$ cat src/rtl/lr_class_scheduler.sv
// Shares one inner-product datapath across NUM_CLASS theta banks and reports the signed argmax. One cycle per class, so ack and result appear NUM_CLASS+1 cycles after the window.
// Backpressure: a stalled result holds the block in OUT. A new window is not accepted until the handshake completes and one IDLE cycle has passed.
module lr_class_scheduler #(
  parameter int NUM_CLASS = 10,
  parameter int CLS_W     = 4,
  parameter int ACC_W     = 32,
  parameter int CNT_W     = 16
) (
  input  logic             clk,
  input  logic             rst_n,
  input  logic             win_valid,
  output logic             win_ack,
  output logic [CLS_W-1:0] ip_sel,
  input  logic [ACC_W-1:0] ip_hprime,
  output logic             res_valid,
  input  logic             res_ready,
  output logic [CLS_W-1:0] res_class,
  output logic [ACC_W-1:0] res_score,
  output logic             busy,
  output logic [CNT_W-1:0] res_count
);

  typedef enum logic [1:0] {IDLE, SCAN, OUT} state_t;

  localparam logic [CLS_W-1:0] LAST_K = CLS_W'(NUM_CLASS - 1);

  state_t                   state, state_nxt;
  logic [CLS_W-1:0]         k, k_nxt;
  logic signed [ACC_W-1:0]  best_score, cand_score;
  logic [CLS_W-1:0]         best_class, cand_class;
  logic                     last_k;

  assign last_k = (k == LAST_K);

  // Class 0 seeds the running max; later classes win only on a strict increase.
  always_comb begin
    cand_score = best_score;
    cand_class = best_class;
    if ((k == '0) || ($signed(ip_hprime) > best_score)) begin
      cand_score = $signed(ip_hprime);
      cand_class = k;
    end
  end

  always_comb begin
    state_nxt = state;
    k_nxt     = k;
    case (state)
      IDLE: begin
        if (win_valid) begin
          state_nxt = SCAN;
          k_nxt     = '0;
        end
      end
      SCAN: begin
        if (last_k) begin
          state_nxt = OUT;
          k_nxt     = '0;
        end else begin
          k_nxt = k + 1'b1;
        end
      end
      OUT: begin
        if (res_ready) state_nxt = IDLE;
      end
      default: begin
        state_nxt = IDLE;
        k_nxt     = '0;
      end
    endcase
  end

  always_ff @(posedge clk or negedge rst_n) begin
    if (!rst_n) begin
      state <= IDLE;
      k     <= '0;
    end else begin
      state <= state_nxt;
      k     <= k_nxt;
    end
  end

  always_ff @(posedge clk or negedge rst_n) begin
    if (!rst_n) begin
      ip_sel     <= '0;
      win_ack    <= 1'b0;
      res_valid  <= 1'b0;
      res_class  <= '0;
      res_score  <= '0;
      busy       <= 1'b0;
      res_count  <= '0;
      best_score <= '0;
      best_class <= '0;
    end else begin
      ip_sel    <= (state_nxt == SCAN) ? k_nxt : '0;
      win_ack   <= (state == SCAN) && last_k;
      res_valid <= (state_nxt == OUT);
      busy      <= (state_nxt != IDLE);
      if (state == SCAN) begin
        best_score <= cand_score;
        best_class <= cand_class;
      end
      // Result fields are only reloaded on OUT entry, so they persist past the handshake.
      if ((state == SCAN) && last_k) begin
        res_class <= cand_class;
        res_score <= cand_score;
      end
      if ((state == OUT) && res_ready) begin
        res_count <= res_count + 1'b1;
      end
    end
  end

endmodule

$ cat config.mk
export PLATFORM = sky130hd
export DESIGN_NAME = lr_class_scheduler
export DESIGN_NICKNAME = d
export VERILOG_FILES = /design/src/rtl/lr_class_scheduler.sv
export SDC_FILE = /design/constraint.sdc
export NUM_CORES = 1
export LEC_CHECK = 0
export ABC_AREA = 1
export CORE_ASPECT_RATIO = 1.5
export CORE_UTILIZATION = 42
export CTS_CLUSTER_DIAMETER = 200
export DETAILED_ROUTE_END_ITERATION = 12
export HOLD_SLACK_MARGIN = 0.1
export MAX_ROUTING_LAYER = met4
export PLACE_DENSITY = 0.64
export SYNTH_ARGS = -nofsm -noshare
export SYNTH_HDL_FRONTEND = slang
export SYNTH_SLANG_ARGS = --single-unit
$ cat constraint.sdc
create_clock -name clk -period 3.4 [get_ports clk]
set_input_delay 0.34 -clock clk [delete_from_list [all_inputs] [get_ports clk]]
set_output_delay 0.34 -clock clk [all_outputs]
set_load 0.1 [all_outputs]
* Word-level counts from Yosys, hierarchy flattened
Index checks and enable logic that the tools add are counted.
** Storage, ports and cells
- Register bits :: 101
- Bits of input ports :: 36
- Output and inout port bits :: 59
- Word-level logic and storage cells :: 35
** Operators by class
- Add/sub/neg operators :: 2
- Order comparisons :: 1
- Equality and inequality tests :: 5
- Multiplexer cells :: 10
- Reductions and logical operators :: 6
** Operators by type and width (number)
- $gt A32 B32 Y1 :: 1
- $mux W32 :: 1
- $add A16 B1 Y16 const B :: 1
- $mux W4 :: 4
- $pmux W4 S3 :: 1
- $mux W2 :: 3
- $pmux W2 S3 :: 1
- $add A4 B1 Y4 const B :: 1
- $eq A2 B1 Y1 const B :: 2
- $eq A2 B2 Y1 const B :: 2
- $eq A4 B4 Y1 const B :: 1
- $logic_not A4 Y1 :: 1
- $logic_and A1 B1 Y1 :: 2
- $logic_not A2 Y1 :: 1
- $reduce_bool A2 Y1 :: 1
- $logic_or A1 B1 Y1 :: 1

* Depth between registers and ports, before layout
Gate-level depths: netlist (run 1).
- Depth after elaboration :: 5
- Depth in mapped cells :: 20
- Mapped depth without buffers :: 19

* Least setup slack after synthesis (run 1)
No wires, ideal clock.
- Path kind :: register to register
- From :: register res_count[0]
- To :: register res_count[12]
- Setup time :: 0.158 ns
- Data arrival time :: 2.315 ns
- Data required time :: 3.242 ns
- Slack :: 0.927 ns
- Cell stages (with the launch flop) :: 11
- Buffers on the path :: 0
- Period minus slack after synthesis :: 2.473 ns
- Cell sequence :: dfrtp_1 > ha_1 > inv_1 > nor2_2 > and3_1 > nand3_1 > nor2_2 > nand2_1 > nor2_1 > nand2_1 > xnor2_1
** Between the ends
- Word-level cells in the longest chain between the ends :: 1
** Ends and longest elaborated chain
- start: declaration :: RTL line 20 : output logic [CNT_W-1:0] res_count
- start signal: assignment :: RTL line 109 : res_count <= res_count + 1'b1;
- $add A16 B1 Y16 :: RTL line 109
No other way between the ends.
A chain may end at the register's enable or synchronous reset.

* Worst setup path in the final report (run 1)
- From :: input ip_hprime[31]
- To :: register res_score[11]
** Between the ends
- Word-level cells in the longest chain between the ends :: 3
** Ends and longest elaborated chain
- start: declaration :: RTL line 14 : input logic [ACC_W-1:0] ip_hprime,
- $gt A32 B32 Y1 :: RTL line 39 : if ((k == '0) || ($signed(ip_hprime) > best_score)) begin
- $logic_or A1 B1 Y1 :: RTL line 39
- $mux W32 :: RTL line 39
- end signal: assignment :: RTL line 106 : res_score <= cand_score;
- end: declaration :: RTL line 18 : output logic [ACC_W-1:0] res_score,
No other way between the ends.

==> results of run 1 <==
## sequential cells by signal (all words and copies together), names as in the netlist, 2 cells and up
| signal | count |
|---|---|
| best_score | 32 |
| res_score | 32 |
| res_count | 16 |
| best_class | 4 |
| ip_sel | 4 |
| k | 4 |
| res_class | 4 |
| state | 2 |
## worst min-delay path by stage
stage | from | to | slack (ns)
floorplan | rst_n | best_class[0]$_DFFE_PN0P_ | 0.04
global placement | best_score[9]$_DFFE_PN0P_ | best_score[9]$_DFFE_PN0P_ | 0.46
detailed placement | res_score[23]$_DFFE_PN0P_ | res_score[23]$_DFFE_PN0P_ | 0.46
CTS | rst_n | res_count[7]$_DFFE_PN0P_ | 0.15
global route | rst_n | res_count[7]$_DFFE_PN0P_ | 0.19
finish | rst_n | res_count[7]$_DFFE_PN0P_ | 0.12
## cells by family (layout without fill, tap and decap cells)
| family | count (synthesis) | after routing | synth area share [%] |
|---|---|---|---|
| buffers and inverters | 111 | 205 | 8.503 |
| and+or+nand+nor | 377 | 377 | 33.33 |
| adders and majority gates | 36 | 36 | 7.950 |
| AOI/OAI and AO/OA | 29 | 29 | 2.937 |
| DFF | 101 | 101 | 44.61 |
| xor gates and xnor gates | 16 | 16 | 2.474 |
| muxes | 1 | 1 | 0.1987 |
## placed cells by master (no fill, tap or decap), types with 3 or more instances in the layout
cell type          n
nand2_1          194
nand3_1          112
dfrtp_1          101
clkdlybuf4s50_1   93
inv_1             86
ha_1              36
nand2_4           30
nor2_1            17
a21oi_1           14
xor2_1             9
clkbuf_16          9
buf_4              8
xnor2_1            7
nor2_2             5
o21ai_0            4
nand4_1            4
nand2_2            4
nor3_1             3
## layer usage
layer  GRT usage (%)  part of all wire (%)
met3           2.610                   3.3
met4           7.934                   2.1
met1           23.70                    42
met2           37.40                    52
met5               -                     0
## Yosys cell counts
| cell type | count | area [sq um] |
|---|---|---|
| mux2_2 | 1 | 11.26 |
| dfrtp_1 | 101 | 2527 |
| nand3_4 | 1 | 17.52 |
| nand4_1 | 4 | 25.02 |
| nand2_8 | 1 | 20.02 |
| nor4_4 | 1 | 21.27 |
| ha_1 | 36 | 450.4 |
| nand2_2 | 4 | 25.02 |
| a22oi_1 | 1 | 7.510 |
| nor2_2 | 4 | 25.02 |
| o31ai_1 | 2 | 15.01 |
| nand2_1 | 194 | 728.2 |
| inv_1 | 86 | 322.8 |
| clkbuf_1 | 8 | 30.03 |
| xor2_1 | 9 | 78.83 |
| nand2_4 | 30 | 337.8 |
| o22ai_1 | 2 | 12.51 |
| o21ai_1 | 1 | 5.000 |
| a21oi_1 | 14 | 70.07 |
| buf_12 | 3 | 60.06 |
| o21a_1 | 2 | 15.01 |
| xnor2_1 | 7 | 61.31 |
| and3_1 | 1 | 6.260 |
| nor2_1 | 18 | 67.56 |
| buf_2 | 13 | 65.06 |
| nor3_1 | 3 | 15.01 |
| nand4_2 | 1 | 12.51 |
| or2_2 | 1 | 6.260 |
| a31oi_1 | 1 | 6.260 |
| nand3_2 | 2 | 20.02 |
| inv_2 | 1 | 3.750 |
| nand3_1 | 112 | 560.5 |
| a21o_1 | 2 | 15.01 |
| o21ai_0 | 4 | 20.02 |
## metrics by stage
step                hold slack [ns]  cells  setup WS, ns  util (%)  instance area, sq um
floorplan                   0.04441    671        0.9271         -                  5665
global placement             0.4613    908        0.4630     51.39                  6723
detailed placement           0.4646    908        0.3993     51.39                  6723
CTS                          0.1497    924        0.7724     53.56                  7007
global route                 0.1867    924        0.5658     53.56                  7007
finish                       0.1194    924        0.7566     53.56                  7007
## worst max-delay path, delay by kind of cell
family | cells | cell delay [ns]
AO/OA/AOI/OAI | 3 | 0.60
buffers and inverters | 1 | 0.44
adder cells (fa/ha/maj) | 1 | 0.37
AND/OR/NAND/NOR | 8 | 1.13
## final cells by class
cell class,count,area (sq um)
repair buffers,102,1011
well taps,159,198.9
multi-input cells,459,2659
clock inverters,7,58.81
fillers,1210,6075
clock buffers,9,225.2
flip-flops and latches,101,2527
inverters,87,326.6
==> flow_summary.json, run 1 <==
{
  "status": "complete, no violations",
  "vias": 4663,
  "path_cells": "clkdlybuf4s50_1 > ha_1 > a21oi_1 > o21a_1 > nand2_1 > a21oi_1 > nand2_2 > nand2_2 > nand3_4 > nand2_8 > nand2_1 > nand3_1 > nand2_1",
  "hpwlAfterDp_um": 9187,
  "postCtsSetupRepairBufs": 0,
  "seq_area_frac_synth_pct": 44.61,
  "min_period_over_period_pct": 77.75,
  "grt_max_degree": 68,
  "syn-num-nets": 743,
  "report.final.slew_viol_count": 0,
  "cp-startpoint": "ip_hprime[31]",
  "die_area_sq_um": 13970,
  "period_needed_ns": 2.643,
  "area_delta_synth_final_pct": 23.67,
  "grt_pass1_wl_um": 22630,
  "cts_num_sinks": 101,
  "nets": 832,
  "path_class": "input pin to register",
  "arrival_ns": 2.88,
  "worstMarginPinSlew_ns": 0.9880,
  "die_w_um": 96.83,
  "r2r-end": "res_score[11]$_DFFE_PN0P_",
  "drv_cap": 0,
  "antenna_found_initial": 0,
  "boundaryPins": 95,
  "r2r_cells": 13,
  "rsz0062_at_grt": "no",
  "rows": 51,
  "cp_max_fo": 34,
  "cts_root_buf": "clkbuf_16",
  "cts.htree.levels": 3,
  "viasPerCell": 5.047,
  "drive_gt1_share_pct": 9.542,
  "finalHoldViolations": 0,
  "finalSetupTns_ns": 0,
  "grt_pass1_vias": 4756,
  "postSynthCellCount": 671,
  "synth_warnings": 0,
  "start_kind": "input pin",
  "clk_latency_ns": 0.35,
  "cts_tree": "done",
  "ant_nets": 0,
  "synth_area_sq_um": 5665,
  "routabilityCongestion": 0.8182,
  "synth_cell_type_count": 34,
  "drc": 0,
  "ctsHoldBuffers": 0,
  "drtIter0Drc": 203,
  "rrSetupSlack_ns": 0.80,
  "cts_resized": 0,
  "start_util_pct": 43.31,
  "avgSynthCellArea_sq_um": 8.443,
  "cp-end-kind": "register",
  "diodes": 0,
  "finalClockSkew_ns": 0.008129,
  "hp-class": "input pin to asynchronous set/reset pin",
  "clkTransAtPathRegs_ns": 0.07,
  "cts_buffer_depth": 2,
  "numCtsBuffers": 9,
  "synth-seq-cells": 101,
  "slew_headroom_pct": 33.92,
  "die_height_um": 144.2,
  "max_freq_mhz": 378.3,
  "critPathMaxStageDelay_ns": 0.44,
  "io_buffers": 94,
  "finalSetupViolCount": 0,
  "overflow": 0,
  "required_ns": 3.64,
  "crit_slowest_cell": "clkdlybuf4s50_1",
  "fp.coreArea_sq_um": 13080,
  "wl_per_cell_um": 14.48,
  "crit_path_end": "res_score[11]$_DFFE_PN0P_",
  "reg2reg_from": "best_score[31]$_DFFE_PN0P_",
  "grt_use_total_pct": 20.81,
  "crit_top_cell": "nand2_1",
  "first_pass_iters": 4,
  "wl_um": 13380
}
Power of run 1 is left out: the tool's default activity adds up to more than one toggle a clock period on the data nets, which glitch-free logic cannot reach.
==> inputs of run 2 (changes only) <==
--- a/config.mk
+++ b/config.mk
@@ -12,7 +12,7 @@
 export DETAILED_ROUTE_END_ITERATION = 12
 export HOLD_SLACK_MARGIN = 0.1
 export MAX_ROUTING_LAYER = met4
-export PLACE_DENSITY = 0.64
+export PLACE_DENSITY = 0.67
 export SYNTH_ARGS = -nofsm -noshare
 export SYNTH_HDL_FRONTEND = slang
 export SYNTH_SLANG_ARGS = --single-unit
==> constraint.sdc (replaced) <==
create_clock -name clk -period 2.15 [get_ports clk]
set_input_delay 0.215 -clock clk [delete_from_list [all_inputs] [get_ports clk]]
set_output_delay 0.215 -clock clk [all_outputs]
set_load 0.1 [all_outputs]
==> flow_summary.json, run 2 (same netlist as run 1, synthesis figures left out) <==
{
  "worstMarginPinSlew_ns": 0.5480,
  "clk_latency_ns": 0.35,
  "cts_root_buf": "clkbuf_16",
  "wl_um": 14270,
  "drive_gt1_share_pct": 31.85,
  "finalSetupViolCount": 70,
  "start_util_pct": 43.31,
  "die_area_sq_um": 13970,
  "area_delta_synth_final_pct": 36.59,
  "path_cells": "inv_2 > ha_4 > a21o_1 > o21ai_2 > nand2_1 > a21oi_4 > nand2_2 > nand2_2 > nand3_4 > nand2_4 > buf_12 > nand2_4 > nand3_1 > nand2_1",
  "hp-class": "input pin to asynchronous set/reset pin",
  "multi_input_area_sq_um": 3087,
  "crit_buf_inv": 2,
  "final_common_cell": "nand2_1",
  "fin_ws_ns": -0.09113,
  "path_class": "register to register",
  "first_pass_iters": 5,
  "finalHoldViolations": 0,
  "finalClockSkew_ns": 0.007579,
  "fp.coreArea_sq_um": 13080,
  "slew_headroom_pct": 63.47,
  "final_cell_mix": "nand2_1, buf_4, dfrtp_1, inv_1, nand3_1",
  "rows": 51,
  "rsz0062_at_grt": "yes",
  "antenna_found_initial": 0,
  "grt_pass1_wl_um": 24120,
  "cts_tree": "done",
  "overflow": 0,
  "violations": "negative setup slack",
  "status": "finished, violations left",
  "critPathTopFamily": "simple AND/OR/NAND/NOR gates",
  "viasPerCell": 5.082,
  "routabilityCongestion": 0.8226,
  "fillCellCount": 1137,
  "die_height_um": 144.2,
  "min_period_over_period_pct": 104.2,
  "cp-end-kind": "register",
  "pre_cts_slack_ns": -0.4650,
  "cp_max_fo": 7,
  "cts_buffer_depth": 2,
  "clkTransAtPathRegs_ns": 0.08,
  "holdWs_ns": 0.4763,
  "io_buffers": 94,
  "max_freq_mhz": 446.2,
  "die_w_um": 96.83,
  "boundaryPins": 95,
  "grt_max_degree": 102,
  "vias": 4924,
  "hpwlAfterDp_um": 9750,
  "numCtsBuffers": 9,
  "critPathMaxStageDelay_ns": 0.40,
  "wl_per_cell_um": 14.72,
  "cts.htree.levels": 3,
  "required_ns": 2.39,
  "report.final.slew_viol_count": 0,
  "drc": 0,
  "grt_use_total_pct": 21.92,
  "drtIter0Drc": 266,
  "cts_num_sinks": 101,
  "nets": 877,
  "period_needed_ns": 2.241,
  "grt_pass1_vias": 5263,
  "drv_cap": 0,
  "largestRegisters": "best_score x32, res_score x32, res_count x16",
  "ant_nets": 0,
  "regArea_sq_um": 2531,
  "diodes": 0,
  "start_kind": "register",
  "arrival_ns": 2.48,
  "crit_slowest_cell": "dfrtp_1"
}
run 2: timing repair:
action | CTS | global route
pin swaps | 8 | 13
resized for setup | 60 | 32
setup endpoints to repair | 72 | 72
gates cloned | 1 | 0
hold buffers | 1 | 0
hold endpoints to repair | 101 | 0
setup buffers | 3 | 5
run 2: worst paths after layout:
kind | startpoint | endpoint | slack (ns) | cells past startpoint
min in group clk | res_count[15]$_DFFE_PN0P_ | res_count[15]$_DFFE_PN0P_ | 0.48 | 1
worst min-delay path | rst_n | res_count[8]$_DFFE_PN0P_ | 0.48 | 3
worst min register to register | res_count[15]$_DFFE_PN0P_ | res_count[15]$_DFFE_PN0P_ | 0.48 | 1
max in group asynchronous | rst_n | res_count[0]$_DFFE_PN0P_ | 1.24 | 3
worst max-delay path | best_score[19]$_DFFE_PN0P_ | best_score[30]$_DFFE_PN0P_ | -0.09 | 14
worst max register to register | best_score[19]$_DFFE_PN0P_ | best_score[30]$_DFFE_PN0P_ | -0.09 | 14
run 2: final cells by class:
cell class              count  share of cell area, %
clock buffers               9                  2.910
clock inverters             7                  1.261
inverters                  87                  4.220
multi-input cells         460                  39.89
flip-flops and latches    101                  32.71
well taps                 159                  2.571
repair buffers            146                  16.44
run 2: metal layers:
metal  up-vias  share of wire (%)  GRT usage (%)
met1      2391                 41          24.22
met5         -                  0              -
met4         0                1.9          8.720
met2       112                 54          39.92
met3        19                3.4          2.997
li1       2402                  -              -
run 2: through the flow:
step / util, % / setup TNS (ns) / area, sq um / cells
3_5_place_dp: 52.68 / -29.53 / 6892 / 943
6_report: 59.16 / -3.392 / 7739 / 969
4_1_cts: 57.78 / -3.287 / 7559 / 964
3_3_place_gp: 52.68 / -27.03 / 6892 / 943
5_1_grt: 59.16 / -11.78 / 7739 / 969
2_1_floorplan: - / -0.01586 / 5669 / 671
run 2: worst register-to-register path: stages (launching register included):
cell and delay [ns]:
dfrtp_1 0.40, inv_2 0.08, ha_4 0.20, a21o_1 0.18, o21ai_2 0.11, nand2_1 0.11, a21oi_4 0.20, nand2_2 0.07
nand2_2 0.09, nand3_4 0.16, nand2_4 0.17, buf_12 0.17, nand2_4 0.06, nand3_1 0.07, nand2_1 0.06
Power of run 2 is left out for the same reason.
==> inputs of run 3 (changes only) <==
--- a/config.mk
+++ b/config.mk
@@ -7,6 +7,7 @@
 export LEC_CHECK = 0
 export ABC_AREA = 1
 export CORE_ASPECT_RATIO = 1.5
+export CORE_MARGIN = 2
 export CORE_UTILIZATION = 42
 export CTS_CLUSTER_DIAMETER = 200
 export DETAILED_ROUTE_END_ITERATION = 12
==> flow_summary.json, run 3 (same netlist as run 1, synthesis figures left out) <==
{
  "wl_per_cell_um": 16.02,
  "final_common_cell": "nand2_1",
  "drive_gt1_share_pct": 36.39,
  "antenna_found_initial": 0,
  "design_area_sq_um": 8041,
  "grt_use_total_pct": 22.14,
  "largestRegisters": "best_score x32, res_score x32, res_count x16",
  "cp_max_fo": 6,
  "start_kind": "register",
  "start_util_pct": 42.48,
  "reg2reg_from": "best_score[13]$_DFFE_PN0P_",
  "max_freq_mhz": 430.4,
  "numCtsBuffers": 9,
  "boundaryPins": 95,
  "grt_pass1_vias": 5381,
  "min_period_over_period_pct": 108.1,
  "grt_max_degree": 43,
  "hpwlAfterDp_um": 10040,
  "routabilityCongestion": 0.8362,
  "nets": 875,
  "die_w_um": 98.83,
  "crit_buf_inv": 2,
  "period_needed_ns": 2.324,
  "cp-end-kind": "register",
  "cts_root_buf": "clkbuf_16",
  "drv_cap": 0,
  "die_height_um": 146.2,
  "slew_headroom_pct": 61.21,
  "wl_um": 15540,
  "diodes": 0,
  "cp-startpoint": "best_score[13]$_DFFE_PN0P_",
  "path_class": "register to register",
  "io_buffers": 94,
  "rsz0062_at_grt": "yes",
  "overflow": 0,
  "finalSetupViolCount": 72,
  "fin_ws_ns": -0.1735,
  "fp.coreArea_sq_um": 13340,
  "area_delta_synth_final_pct": 41.94,
  "cts_buffer_depth": 2,
  "hp-class": "input pin to asynchronous set/reset pin",
  "finalClockSkew_ns": 0.01033,
  "final_cell_mix": "nand2_1, dfrtp_1, buf_4, inv_1, nand3_1",
  "violations": "negative setup slack",
  "critPathMaxStageDelay_ns": 0.39,
  "rows": 52,
  "crit_slowest_cell": "dfrtp_1",
  "cts_num_sinks": 101,
  "cts.htree.levels": 3,
  "clk_latency_ns": 0.35,
  "placed_area_sq_um": 6910,
  "status": "finished, violations left",
  "ant_nets": 0,
  "finalHoldViolations": 0,
  "die_area_sq_um": 14450,
  "clkTransAtPathRegs_ns": 0.08,
  "vias": 5008,
  "cts_tree": "done",
  "drc": 0,
  "worstMarginPinSlew_ns": 0.5818,
  "report.final.slew_viol_count": 0,
  "path_cells": "inv_2 > ha_4 > a21oi_2 > o21ai_0 > a21oi_1 > nand2_1 > nand2_2 > nand2_2 > nand2_4 > nand3_4 > nand2_8 > buf_12 > nand2_4 > nand3_1 > nand2_1",
  "required_ns": 2.39,
  "grt_pass1_wl_um": 25360,
  "critPathTopFamily": "simple AND/OR/NAND/NOR gates",
  "arrival_ns": 2.56,
  "viasPerCell": 5.163,
  "drtIter0Drc": 310,
  "first_pass_iters": 4
}
-- run 3: worst register-to-register path: stages (launching register included) --
cell and delay, ns:
dfrtp_1 0.39, inv_2 0.08, ha_4 0.20, a21oi_2 0.16, o21ai_0 0.12, a21oi_1 0.16
nand2_1 0.11, nand2_2 0.11, nand2_2 0.07, nand2_4 0.07, nand3_4 0.19, nand2_8 0.19
buf_12 0.17, nand2_4 0.05, nand3_1 0.07, nand2_1 0.07
-- run 3: final cells by class --
class | count | area [sq um]
fillers | 1113 | 5296
multi-input cells | 460 | 3353
flip-flops and latches | 101 | 2531
repair buffers | 144 | 1297
inverters | 87 | 326.6
clock buffers | 9 | 225.2
well taps | 162 | 202.7
clock inverters | 7 | 105.1
-- run 3: final timing paths --
check	end	slack [ns]	cells past startpoint
max in group asynchronous	res_valid$_DFF_PN0_	0.98	3
min in group clk	best_score[4]$_DFFE_PN0P_	0.48	2
min reg2reg	best_score[4]$_DFFE_PN0P_	0.48	2
max	best_score[15]$_DFFE_PN0P_	-0.17	15
max reg2reg	best_score[15]$_DFFE_PN0P_	-0.17	15
min	res_count[7]$_DFFE_PN0P_	0.41	2
-- run 3: timing repair --
action / 4_1_cts / 5_1_grt
hold buffers: 1 / 0
resized for setup: 89 / 45
setup buffers: 4 / 4
pin swaps: 35 / 31
endpoints found under the setup margin: 72 / 74
endpoints found under the hold margin: 40 / 0
gates cloned: 1 / 1
-- run 3: per-layer routing --
metal	part of all wire, %	global-route usage (%)	vias up
met5	0	-	-
met4	2.7	8.562	0
met3	3.5	2.776	37
met2	54	39.46	131
met1	40	24.93	2444
li1	-	-	2396
-- run 3: through the flow --
stage	hold slack [ns]	instances	setup slack (ns)	util (%)	setup TNS (ns)
global route	0.4658	970	-0.2827	60.29	-18.02
CTS	0.4197	965	-0.1322	58.12	-7.342
detailed placement	0.2581	943	-0.4584	51.81	-29.39
finish	0.4074	970	-0.1735	60.29	-9.422
floorplan	-0.08059	671	-0.01586	-	-0.01586
global placement	0.2490	943	-0.4563	51.81	-28.78
Power of run 3 is left out for the same reason.
